$ cat src/rtl/replay_ctrl_if.sv
// Replay copy-path handshake: the controller presents a register address
// with valid, the register-file copy path accepts it with ready.
interface replay_ctrl_if #(
  parameter int ADDR_WIDTH = 5
);
  logic                  valid;
  logic                  ready;
  logic [ADDR_WIDTH-1:0] addr;

  modport master (output valid, output addr, input ready);
  modport slave  (input valid, input addr, output ready);
endinterface

$ cat src/rtl/replay_ctrl.sv
// Recovery controller for the redundant core cluster. A channel error blocks
// fetch, lets the pipelines drain, then walks the register file address range
// over the replay handshake so a healthy copy can be written back. A fresh
// error during replay restarts the walk until the retry budget runs out, at
// which point a sticky failure is latched until reset.
module replay_ctrl #(
  parameter int ADDR_WIDTH   = 5,
  parameter int NUM_REG      = 2**ADDR_WIDTH,
  parameter int NUM_CH       = 3,
  parameter int DRAIN_CYCLES = 2,
  parameter int MAX_RETRY    = 3
) (
  input  logic                clk,
  input  logic                rst_i,
  input  logic [NUM_CH-1:0]   error_i,
  output logic                fetch_block_o,
  replay_ctrl_if.master       replay,
  output logic [NUM_CH-1:0]   faulty_ch_o,
  output logic [((MAX_RETRY > 0) ? $clog2(MAX_RETRY+1) : 1)-1:0] retry_cnt_o,
  output logic                done_o,
  output logic                fail_o
);

  localparam int RETRY_W = (MAX_RETRY > 0) ? $clog2(MAX_RETRY+1) : 1;
  localparam int DRAIN_W = (DRAIN_CYCLES > 1) ? $clog2(DRAIN_CYCLES) : 1;

  // Terminal values, pre-sized so every compare is width-matched.
  localparam logic [ADDR_WIDTH-1:0] LAST_ADDR  = ADDR_WIDTH'(NUM_REG - 1);
  localparam logic [RETRY_W-1:0]    RETRY_MAX  = RETRY_W'(MAX_RETRY);
  localparam logic [DRAIN_W-1:0]    DRAIN_LAST = DRAIN_W'((DRAIN_CYCLES > 0) ? (DRAIN_CYCLES - 1) : 0);

  typedef enum logic [2:0] {
    ST_IDLE   = 3'd0,
    ST_DRAIN  = 3'd1,
    ST_REPLAY = 3'd2,
    ST_DONE   = 3'd3,
    ST_FAIL   = 3'd4
  } state_t;

  state_t                state_r;
  logic [DRAIN_W-1:0]    drain_cnt_r;
  logic                  valid_r;
  logic [ADDR_WIDTH-1:0] addr_r;
  logic                  any_err_s;

  assign any_err_s    = |error_i;
  assign replay.valid = valid_r;
  assign replay.addr  = addr_r;

  // Recovery FSM; every output is a flop updated here.
  always_ff @(posedge clk) begin
    if (rst_i) begin
      state_r       <= ST_IDLE;
      drain_cnt_r   <= {DRAIN_W{1'b0}};
      valid_r       <= 1'b0;
      addr_r        <= {ADDR_WIDTH{1'b0}};
      fetch_block_o <= 1'b0;
      faulty_ch_o   <= {NUM_CH{1'b0}};
      retry_cnt_o   <= {RETRY_W{1'b0}};
      done_o        <= 1'b0;
      fail_o        <= 1'b0;
    end else begin
      done_o <= 1'b0;
      case (state_r)
        ST_IDLE: begin
          if (any_err_s) begin
            // New episode: previous fault record and retry count are replaced.
            faulty_ch_o   <= error_i;
            fetch_block_o <= 1'b1;
            drain_cnt_r   <= {DRAIN_W{1'b0}};
            retry_cnt_o   <= {RETRY_W{1'b0}};
            addr_r        <= {ADDR_WIDTH{1'b0}};
            if (DRAIN_CYCLES == 0) begin
              state_r <= ST_REPLAY;
              valid_r <= 1'b1;
            end else begin
              state_r <= ST_DRAIN;
            end
          end
        end

        ST_DRAIN: begin
          // Late errors only widen the fault record while draining.
          faulty_ch_o <= faulty_ch_o | error_i;
          if ((DRAIN_CYCLES == 0) || (drain_cnt_r == DRAIN_LAST)) begin
            state_r <= ST_REPLAY;
            valid_r <= 1'b1;
            addr_r  <= {ADDR_WIDTH{1'b0}};
          end else begin
            drain_cnt_r <= drain_cnt_r + DRAIN_W'(1'b1);
          end
        end

        ST_REPLAY: begin
          if (any_err_s) begin
            // An error beats a coincident handshake, including the last one.
            faulty_ch_o <= faulty_ch_o | error_i;
            valid_r     <= 1'b0;
            addr_r      <= {ADDR_WIDTH{1'b0}};
            drain_cnt_r <= {DRAIN_W{1'b0}};
            if (retry_cnt_o < RETRY_MAX) begin
              retry_cnt_o <= retry_cnt_o + RETRY_W'(1'b1);
              state_r     <= ST_DRAIN;
            end else begin
              fail_o  <= 1'b1;
              state_r <= ST_FAIL;
            end
          end else if (replay.ready) begin
            if (addr_r == LAST_ADDR) begin
              valid_r       <= 1'b0;
              addr_r        <= {ADDR_WIDTH{1'b0}};
              done_o        <= 1'b1;
              fetch_block_o <= 1'b0;
              state_r       <= ST_DONE;
            end else begin
              addr_r <= addr_r + ADDR_WIDTH'(1'b1);
            end
          end
        end

        ST_DONE: begin
          // Errors here are dropped; a persisting one restarts from IDLE.
          state_r <= ST_IDLE;
        end

        ST_FAIL: begin
          fetch_block_o <= 1'b1;
          fail_o        <= 1'b1;
          valid_r       <= 1'b0;
        end

        default: begin
          state_r       <= ST_IDLE;
          valid_r       <= 1'b0;
          addr_r        <= {ADDR_WIDTH{1'b0}};
          fetch_block_o <= 1'b0;
          fail_o        <= 1'b0;
        end
      endcase
    end
  end

endmodule

$ cat src/flat_wrapper.sv
// flat-port wrapper written by rule: the top's interface ports become plain ports
module replay_ctrl_flat 
#(
  parameter int ADDR_WIDTH   = 5,
  parameter int NUM_REG      = 2**ADDR_WIDTH,
  parameter int NUM_CH       = 3,
  parameter int DRAIN_CYCLES = 2,
  parameter int MAX_RETRY    = 3
)
  (clk, rst_i, error_i, fetch_block_o, faulty_ch_o, retry_cnt_o, done_o, fail_o, replay_valid, replay_addr, replay_ready);
  replay_ctrl_if #(.ADDR_WIDTH(ADDR_WIDTH)) replay_i ();
  input  logic clk;
  input  logic rst_i;
  input  logic [NUM_CH-1:0] error_i;
  output logic fetch_block_o;
  output logic [NUM_CH-1:0] faulty_ch_o;
  output logic [((MAX_RETRY > 0) ? $clog2(MAX_RETRY+1) : 1)-1:0] retry_cnt_o;
  output logic done_o;
  output logic fail_o;
  output wire logic [$bits(replay_i.valid)-1:0] replay_valid;
  output wire logic [$bits(replay_i.addr)-1:0] replay_addr;
  input wire logic [$bits(replay_i.ready)-1:0] replay_ready;
  assign replay_valid = replay_i.valid;
  assign replay_addr = replay_i.addr;
  assign replay_i.ready = replay_ready;
  replay_ctrl #(.ADDR_WIDTH(ADDR_WIDTH), .NUM_REG(NUM_REG), .NUM_CH(NUM_CH), .DRAIN_CYCLES(DRAIN_CYCLES), .MAX_RETRY(MAX_RETRY)) u_core (.clk(clk), .rst_i(rst_i), .error_i(error_i), .fetch_block_o(fetch_block_o), .replay(replay_i), .faulty_ch_o(faulty_ch_o), .retry_cnt_o(retry_cnt_o), .done_o(done_o), .fail_o(fail_o));
endmodule
$ cat config.mk
export PLATFORM = sky130hd
export DESIGN_NAME = replay_ctrl_flat
export DESIGN_NICKNAME = d
export VERILOG_FILES = /design/src/rtl/replay_ctrl_if.sv /design/src/rtl/replay_ctrl.sv /design/src/flat_wrapper.sv
export SDC_FILE = /design/constraint.sdc
export NUM_CORES = 1
export LEC_CHECK = 0
export CAP_MARGIN = 40
export CORE_AREA = 2 2 47 49
export DETAILED_ROUTE_END_ITERATION = 10
export DIE_AREA = 0 0 49 51
export PLACE_DENSITY = 0.75
export SLEW_MARGIN = 40
export SYNTH_ARGS = -nofsm -noshare
export SYNTH_HDL_FRONTEND = slang
export SYNTH_SLANG_ARGS = --single-unit
$ cat constraint.sdc
create_clock -name clk -period 1.96 [get_ports clk]
set_clock_uncertainty 0.1 [all_clocks]
set_input_delay 0.392 -clock clk [delete_from_list [all_inputs] [get_ports clk]]
set_output_delay 0.392 -clock clk [all_outputs]
set_load 0.02 [all_outputs]
==> flow_summary.ini, run 1 <==
[status]
outcome = finished clean

[grt]
antenna_found_initial = 0
grt_overflow = 0
grt_pass1_vias = 850
grt_pass1_wl_mm = 3.77
grt_start_max_net_pins = 16
track_usage_pct = 19.4

[cells_and_area]
fill_cells = 200
final_core_util_pct = 58.0
area_delta_synth_final_pct = 29.2
nets = 146
stdcell_count = 163
layout_commonest_cell = clkdlybuf4s50_1
most-common-layout-cells = 19 x clkdlybuf4s50_1, 18 x dfxtp_1, 11 x a21oi_1, 9 x nor2_1
antennaDiodeCount = 0
drive_gt1_share_pct = 10.4

[floorplanning]
die_width_um = 49
start_util_pct = 44.9
core_mm2 = 0.00206
num_rows = 17
die_area_mm2 = 0.00250
pin_count = 20
die_y_um = 51

[clock_tree]
cts_root_buf = clkbuf_4
tritoncts = yes
cts_hold_buf = 0
clock_sinks = 18
post_cts_buffers = 0
clkTransAtPathRegs_ns = 0.10
insertion_delay_ns = 0.29
htreeDepth = 1
cts_resized = 0
cts_made_buffers = 3
max-clock-path-buffers = 2

[logic_synthesis]
ys.flop_type = dfxtp_1
synth-edff-count = 0
synth_xor_area_share_pct = 0
synth-simple-area-share_pct = 26.6
synth_area_um2 = 926
netlist_instances = 113
ys_seq_elements = 18
synth_top_family_by_area = simple AND/OR/NAND/NOR gates
ys_warn_count = 0
yosysSeqAreaShare_pct = 38.9
async_flop_share_pct = 0
synth_mux_area_share_pct = 1.08
synth_nets = 122
synth_area_per_cell_um2 = 8.19
yosysUniqueCellTypes = 35
synth_compound_area_share_pct = 24.9
synthAdderAreaFrac_pct = 4.05

[worst_setup_path]
path_buf_inv = 1
worst_ep_required_time_ns = 1.47
reg2reg_from = u_core.replay.addr[0]
worstSetupPathType = reg2out
cp.arrival_ns = 1.34
reg2reg_slack_ns = 0.14
crit_chain = clkdlybuf4s50_1
crit_start = u_core.replay.addr[2]
critPathCapture = replay_addr[2]
cpLargestDelayFamily = buffers and inverters
cp.depth = 1
worstSetupEndpointType = output port
r2r-end = u_core.replay.addr[2]
critical_path.slowest_cell = clkdlybuf4s50_1
crit_path_max_incr_delay_ns = 0.63
critPathMaxFanout = 5
start_kind = flop
r2r_cells = 7

[sta]
rsz0062_at_grt = false
tightest_slew_ns = 0.576
setup_slack_ns = 0.130
finalMaxSlewViolations = 0
fmax_ghz = 0.546
fin_crit_ns = 1.83
tns_ns = 0
max_slew_margin_pct = 61.2
hold_slack_ns = 0.368
fin_crit_sh_pct = 93.4
setup_viol = 0
hold_violations = 0

[drt]
wire_per_inst_um = 12.9
drc_errors = 0
vias = 903
viasPerCell = 5.54
initialDrtViolationCount = 20
dr.pass1.iters = 4
ant_nets = 0
routed_wl_mm = 2.10

[placed_design]
dp_hpwl_mm = 1.58
dp_cells = 160
dp_slack_ns = -0.131
gp_congestion = 0.861
numPortBuffers = 19

[min_path]
hold_path_class = reg2reg

[power_and_ir_drop]
power_density_mw_per_mm2 = 573
ir_drop_mv = 0.348
p_leak_nw = 0.458

[job]
maxCapViolCount = 0
-- layer usage --
metal,part of all wire (%),up-vias,track usage [%]
li1,-,466,-
met1,47,407,25.5
met2,48,23,32.2
met3,3.3,7,2.63
met4,2.0,0,8.10
met5,0,-,0
-- registers in the layout (all words and copies together) (netlist names) --
name                  count
u_core.done_o             1
u_core.faulty_ch_o        3
u_core.state_r            3
u_core.fail_o             1
u_core.retry_cnt_o        2
u_core.fetch_block_o      1
u_core.replay.addr        5
u_core.replay.valid       1
u_core.drain_cnt_r        1
-- layout make-up --
type                            count  area (µm²)  share of cell area [%]
Clock buffer                        3        22.5                    1.88
Inverter                            3        11.3                   0.941
Multi-Input combinational cell     85         524                    43.8
Sequential cell                    18         360                    30.1
Tap cell                           28        35.0                    2.93
Timing Repair Buffer               26         243                    20.3
-- how the worst min path moves through the flow --
stage                                  start            endpoint  slack [ns]  cells past startpoint
after detailed placement       u_core.fail_o       u_core.fail_o        0.35                      2
after floorplan           u_core.drain_cnt_r  u_core.drain_cnt_r        0.38                      2
after global placement         u_core.fail_o       u_core.fail_o        0.35                      2
final                          u_core.fail_o       u_core.fail_o        0.37                      2
after global routing           u_core.fail_o       u_core.fail_o        0.40                      2
after CTS                      u_core.fail_o       u_core.fail_o        0.37                      2
-- Yosys cell counts, types with 4 or more instances --
cell / instances / area [µm²]
nand3_1: 5 / 25.0
nand2_1: 8 / 30.0
dfxtp_1: 18 / 360
o21ai_0: 8 / 40.0
nor2_1: 9 / 33.8
a21oi_1: 11 / 55.1
o211ai_1: 4 / 30.0
-- kinds of logic (layout without fill, tap and decap cells) --
| logic type | Yosys count | count (layout) |
|---|---|---|
| simple gates | 44 | 44 |
| compound gates | 37 | 37 |
| flops | 18 | 18 |
| buf+inv | 10 | 32 |
| fa+ha+maj | 3 | 3 |
| mux | 1 | 1 |
-- through the flow --
stage,total power [mW],instance area (µm²)
floorplan,0.463,926
finish,0.686,1200
global route,0.725,1200
CTS,0.695,1200
global placement,0.512,1170
detailed placement,0.513,1170
-- where the power goes --
part	leakage (nW)	internal, mW	total, mW	switching, mW
Sequential	0.147	0.378	0.391	0.0127
Clock	0.0138	0.0715	0.180	0.109
Combinational	0.297	0.0555	0.115	0.0593
Power figures use the tool's default switching activity.
==> run 2: changes to the inputs <==
--- a/config.mk
+++ b/config.mk
@@ -7,6 +7,8 @@
 export LEC_CHECK = 0
 export CAP_MARGIN = 40
 export CORE_AREA = 2 2 47 49
+export CTS_CLUSTER_DIAMETER = 30
+export CTS_CLUSTER_SIZE = 24
 export DETAILED_ROUTE_END_ITERATION = 10
 export DIE_AREA = 0 0 49 51
 export PLACE_DENSITY = 0.75
==> results of run 2 <==
Final layout, timing and power as in run 1 (identical DEF).
